File: src/rtl/systolic_pkg.sv
// Shared types and helpers for the systolic-array result drain.
// Optional requantization is selected with SYSTOLIC_DRAIN_REQUANT_EN.
package systolic_pkg;

    typedef enum logic [1:0] {
        IDLE,
        STREAM,
        DONE
    } drain_state_e;

    localparam int DATA_WIDTH_DEF = 8;
    localparam int ACC_WIDTH = 2 * DATA_WIDTH_DEF;

    // LSB of element (r,c) on the flat array result bus.
    function automatic int elem_lsb(input int r, input int c,
                                    input int cols, input int acc_w);
        return (r * cols + c) * acc_w;
    endfunction

endpackage

File: src/rtl/drain_requant.sv
// Single-element arithmetic shift and saturate to DATA_WIDTH, sign-extended back.
// Only built when SYSTOLIC_DRAIN_REQUANT_EN is defined.
`ifdef SYSTOLIC_DRAIN_REQUANT_EN
module drain_requant
    import systolic_pkg::*;
#(
    parameter int DATA_WIDTH = 8,
    parameter int SHIFT      = 0
) (
    input  logic [2*DATA_WIDTH-1:0] in_elem,
    output logic [2*DATA_WIDTH-1:0] out_elem
);

    localparam int AW = 2 * DATA_WIDTH;
    localparam logic signed [AW-1:0] SAT_MAX = AW'((1 << (DATA_WIDTH - 1)) - 1);
    localparam logic signed [AW-1:0] SAT_MIN = -SAT_MAX - AW'(1);

    logic signed [AW-1:0] shifted;

    always_comb begin
        shifted = $signed(in_elem) >>> SHIFT;
        if (shifted > SAT_MAX) begin
            out_elem = SAT_MAX;
        end else if (shifted < SAT_MIN) begin
            out_elem = SAT_MIN;
        end else begin
            out_elem = shifted;
        end
    end

endmodule
`endif

File: src/rtl/systolic_result_drain.sv
// Snapshots the systolic array result bus and streams it out one row per beat.
// Define SYSTOLIC_DRAIN_REQUANT_EN to shift/saturate each element on output.
module systolic_result_drain
    import systolic_pkg::*;
#(
    parameter int DATA_WIDTH = 8,
    parameter int ROWS       = 8,
    parameter int COLS       = 8,
    parameter int SHIFT      = 0
) (
    input  logic                                    clk,
    input  logic                                    rst_n,
    input  logic                                    drain,
    input  logic [2*DATA_WIDTH*ROWS*COLS-1:0]       C,
    output logic                                    busy,
    output logic                                    row_valid,
    input  logic                                    row_ready,
    output logic [2*DATA_WIDTH*COLS-1:0]            row_data,
    output logic [(ROWS > 1 ? $clog2(ROWS) : 1)-1:0] row_idx,
    output logic                                    row_last,
    output logic                                    done
);

    localparam int AW    = 2 * DATA_WIDTH;
    localparam int ROW_W = AW * COLS;
    localparam int IDX_W = ROWS > 1 ? $clog2(ROWS) : 1;
    localparam logic [IDX_W-1:0] LAST_IDX = IDX_W'(ROWS - 1);

    if (SHIFT < 0 || SHIFT >= AW) begin : g_bad_shift
        $error("SHIFT out of range");
    end

    drain_state_e     state_q, state_d;
    logic [IDX_W-1:0] idx_q, idx_d, idx_nxt;
    logic [ROW_W-1:0] buf_q [ROWS];
    logic [ROW_W-1:0] buf_d [ROWS];
    logic             valid_q, valid_d;
    logic             last_q, last_d;
    logic             busy_q, busy_d;
    logic             done_q, done_d;

    always_comb begin
        state_d = state_q;
        idx_d   = idx_q;
        buf_d   = buf_q;
        valid_d = valid_q;
        last_d  = last_q;
        busy_d  = busy_q;
        done_d  = 1'b0;
        idx_nxt = idx_q + 1'b1;
        unique case (state_q)
            IDLE: begin
                if (drain) begin
                    for (int r = 0; r < ROWS; r++) begin
                        buf_d[r] = C[elem_lsb(r, 0, COLS, AW) +: ROW_W];
                    end
                    state_d = STREAM;
                    idx_d   = '0;
                    valid_d = 1'b1;
                    busy_d  = 1'b1;
                    last_d  = (ROWS == 1);
                end
            end
            STREAM: begin
                if (valid_q && row_ready) begin
                    if (idx_q == LAST_IDX) begin
                        state_d = DONE;
                        idx_d   = '0;
                        valid_d = 1'b0;
                        last_d  = 1'b0;
                        done_d  = 1'b1;
                    end else begin
                        idx_d  = idx_nxt;
                        last_d = (idx_nxt == LAST_IDX);
                    end
                end
            end
            DONE: begin
                state_d = IDLE;
                busy_d  = 1'b0;
            end
            default: begin
                state_d = IDLE;
                valid_d = 1'b0;
                last_d  = 1'b0;
                busy_d  = 1'b0;
            end
        endcase
    end

    always_ff @(posedge clk or negedge rst_n) begin
        if (!rst_n) begin
            state_q <= IDLE;
            idx_q   <= '0;
            buf_q   <= '{default: '0};
            valid_q <= 1'b0;
            last_q  <= 1'b0;
            busy_q  <= 1'b0;
            done_q  <= 1'b0;
        end else begin
            state_q <= state_d;
            idx_q   <= idx_d;
            buf_q   <= buf_d;
            valid_q <= valid_d;
            last_q  <= last_d;
            busy_q  <= busy_d;
            done_q  <= done_d;
        end
    end

    logic [ROW_W-1:0] row_raw;
    assign row_raw = buf_q[idx_q];

`ifdef SYSTOLIC_DRAIN_REQUANT_EN
    for (genvar c = 0; c < COLS; c++) begin : g_rq
        drain_requant #(
            .DATA_WIDTH(DATA_WIDTH),
            .SHIFT     (SHIFT)
        ) u_rq (
            .in_elem (row_raw[c*AW +: AW]),
            .out_elem(row_data[c*AW +: AW])
        );
    end
`else
    assign row_data = row_raw;
`endif

    assign busy      = busy_q;
    assign row_valid = valid_q;
    assign row_idx   = idx_q;
    assign row_last  = last_q;
    assign done      = done_q;

endmodule

File: config.mk
export PLATFORM = sky130hd
export DESIGN_NAME = systolic_result_drain
export DESIGN_NICKNAME = d
export VERILOG_FILES = /design/src/rtl/systolic_pkg.sv /design/src/rtl/drain_requant.sv /design/src/rtl/systolic_result_drain.sv
export SDC_FILE = /design/constraint.sdc
export NUM_CORES = 2
export LEC_CHECK = 0
export BUFFER_PORTS_ARGS = -buffer_cell sky130_fd_sc_hd__buf_4
export CAP_MARGIN = 10
export CORE_AREA = 10 10 448 450
export CTS_CLUSTER_DIAMETER = 100
export DETAILED_ROUTE_END_ITERATION = 10
export DIE_AREA = 0 0 458 460
export MAX_ROUTING_LAYER = met4
export SYNTH_ARGS = -nofsm -noshare
export SYNTH_HDL_FRONTEND = slang
export SYNTH_SLANG_ARGS = --single-unit
File: constraint.sdc
create_clock -name clk -period 3.2 [get_ports clk]
set_input_delay 0.16 -clock clk [delete_from_list [all_inputs] [get_ports clk]]
set_output_delay 0.16 -clock clk [all_outputs]
set_load 0.02 [all_outputs]
==> summary.md <==
| Metric | Value |
|---|---|
| Status | `finished clean` |
| Worst EP arrival | `2.88 ns` |
| Worst slew pin tran | `around 0.99 ns` |
| Placer Congestion | `0.891` |
| Most frequent cells in the layout | `buf_4 (1228), mux2_2 (1121), dfrtp_1 (1030)` |
| # H-tree levels | `3` |
| Fraction of post-synthesis cell area in the top cell type by area | `0.564` |
| Register area share after synthesis | `0.564` |
| Final period util | `0.951` |
| Seq pwr share | `0.352` |
| Mapped cell area | `45800 µm²` |
| Yosys warns | `0` |
| Relative slew slack | `0.341` |
| Clk pwr share | `0.219` |
| First drt pass iteration count | `5` |
| GRT met1 Usage | `0.214` |
| Peak Freq | `329 MHz` |
| Crit Path Category | `flip-flop to primary output` |
| Synth cell types | `27` |
| FFs w/ async S/R, synth | `1.00` |
| Final Non-Filler Cells | `7646` |
| Final worst path period need | `3.04 ns` |
| Global route hottest layer | `met2` |
| Worst EP required | `3.04 ns` |
| Clock Skews | `0.0405 ns` |
| Commonest non-fill, non-tap cell in the layout | `buf_4` |
| Sw frac | `0.337` |
| Max Buffers Root-to-Sink | `3` |
| Post-synth top area cell | `dfrtp_1` |
| Number of global-route vias before repair | `38002` |
| Core ar. | `~190000 µm²` |
| PwrDens | `about 900 nW/µm²` |
| Grt total ovfl | `0` |
| # DRC | `0` |
| Reg clk slew, reported paths | `0.06 ns` |
| Critical Path Fanout Max | `32` |
| DP HPWL | `145000 µm` |
| Avg Inst Size Synth | `~17 µm²` |
| Top Ports | `about 1200` |
| Area Overhead vs Synth | `59.8%` |
| Drt total wl | `about 190000 µm` |
| Clock root cell | `clkbuf_16` |
| Via count | `about 34000` |
| Worst setup EP type | `primary output` |
| Internal power | `0.0450 W` |
| Final max-slew violation count | `0` |
| VDD IR max | `0.621 mV` |
| Layout cell share with drive strength beyond 1 | `0.578` |
| Setup repair after global routing missed its margin | `yes` |
| Core Util, Final | `0.382` |
| Lkg Pwr | `32.6 nW` |
| Fillers | `17548` |
| NetSw | `0.0228 W` |
| Worst Hold Class | `input pin to asynchronous set/reset pin` |
| Initial antenna violation count | `125` |
| PortBufs | `1162` |
| Largest net degree at the start of global routing | `103` |
| Worst-Skew Late Latency | `0.76 ns` |
| GRT Resource Usage Total | `0.184` |
| Primary FF master, synth | `dfrtp_1` |
| Top cells by area, synth | `dfrtp_1 (56%), mux2_2 (28%), mux4_2 (13%), buf_2 (1.4%), mux2_4 (0.89%)` |
| Drt via density | `4.41` |
| CTS tree | `done` |
| Antenna viol nets, final | `0` |
| Post-Route Setup TNS | `0 ns` |
| Row count | `161` |
| Combinational share of power | `0.429` |
| Crit path launch type | `flip-flop` |
| Setup violators final | `0` |
| Placed insts | `roughly 6300` |
| Die area | `211000 µm²` |
| Starting Density | `0.239` |
| Net count after synthesis | `~3700` |
| Post-synthesis register bit count | `slightly above 1000` |
| Final net count | `5930` |
| Final Hold Fails | `0` |
| CTS Buf Count | `~120` |
| First-pass GRT wire length | `between 200000 and 300000 µm` |
| Synth Instances | `2660` |
| WL/cell | `roughly 25 µm` |
| Clk sinks | `between 1000 and 1500` |
| Met2 usage | `0.297` |
| Max cap viols | `0` |
| GRT met3 Usage | `0.0537` |
| EDFF count, synth | `0` |
| DRT iter0 DRCs | `2024` |
| Die width | `458 µm` |
| Die Y | `460 µm` |
[per-layer routing]
metal  vias to the layer above  wire (µm)  part of all wire
li1                      14677          -                 -
met1                     17301      78100              0.40
met4                         0       7920             0.041
met5                         -          0                 0
met3                       332      14000             0.072
met2                      1391      94500              0.49
[power groups by stage]
stage	Combinational [W]	Sequential, W	Clock, W
finish	0.0291	0.0239	0.0149
CTS	0.0294	0.0238	0.0152
floorplan	0.0182	0.0216	0
detailed placement	0.0277	0.0242	0
global placement	0.0273	0.0241	0
global route	0.0309	0.0245	0.0158
[state kept, by name, indices dropped and copies added (netlist names)]
signal and flops:
buf_q 1024, busy 1, done 1, row_idx 3
row_last 1, row_valid 1, state_q 2
[through the flow]
step | cell area, µm² | hold WS (ns) | total power, W | worst slack (ns)
finish | 73200 | 0.0712 | 0.0679 | 0.157
global route | 73200 | 0.0911 | 0.0712 | -0.00774
CTS | 72800 | 0.0471 | 0.0684 | 0.00885
detailed placement | 58100 | 0.309 | 0.0519 | 0.600
global placement | 58100 | 0.311 | 0.0514 | 0.619
floorplan | 45800 | -0.136 | 0.0398 | 0.979
[layout make-up]
type	count	area, µm²	area share
sequential	1033	25900	0.353
timing repair buffer	2305	20500	0.280
multi-input combinational	1436	19000	0.260
clock buffer	166	3400	0.0465
tap	2526	3160	0.0432
clock inverter	56	885	0.0121
antenna	120	300	0.00410
inverter	4	15.0	0.000205
[logic make-up (layout without fill, tap and decap cells)]
logic type / after synthesis / in the layout / share of synthesized area
flip-flops: 1033 / 1033 / 0.564
AO/OA/AOI/OAI: 11 / 11 / 0.00164
AND/OR/NAND/NOR: 14 / 14 / 0.00175
adder cells (fa/ha/maj): 3 / 3 / 0.000820
buffers and inverters: 191 / 2531 / 0.0202
multiplexers: 1408 / 1408 / 0.411
other: 0 / 120 / 0
[cells in the mapped netlist (3+ instances only)]
| master | n |
|---|---|
| buf_1 | 4 |
| buf_2 | 127 |
| buf_6 | 6 |
| clkbuf_1 | 49 |
| dfrtp_1 | 1033 |
| ha_1 | 3 |
| inv_1 | 4 |
| mux2_2 | 1125 |
| mux2_4 | 27 |
| mux4_2 | 256 |
| nor2_1 | 3 |
[repair_timing]
item,in CTS,in global routing
resized for setup,2,8
buffers inserted,8,0
setup endpoints to repair,117,11
gates cloned,1,1
hold buffers,1028,0
hold endpoints to repair,1175,0
[critical path, stage by stage (launching register included)]
cell     delay [ns]
dfrtp_4        0.42
buf_12         0.14
buf_16         0.23
buf_16         0.22
mux4_2         0.52
mux2_4         0.31
buf_4          0.17
[worst paths after layout]
path / startpoint / end / slack [ns] / cells past startpoint
worst max-delay path: row_idx[0] / row_data[40] / 0.16 / 6
max in group asynchronous: rst_n / buf_q[95] / 1.88 / 3
worst min register to register: buf_q[319] / buf_q[319] / 0.50 / 1
worst max register to register: row_idx[0] / state_q[0] / 0.90 / 7
worst min-delay path: rst_n / buf_q[553] / 0.07 / 2
min in group clk: C[396] / buf_q[524] / 0.15 / 3
(Power assumes the default switching activity.)
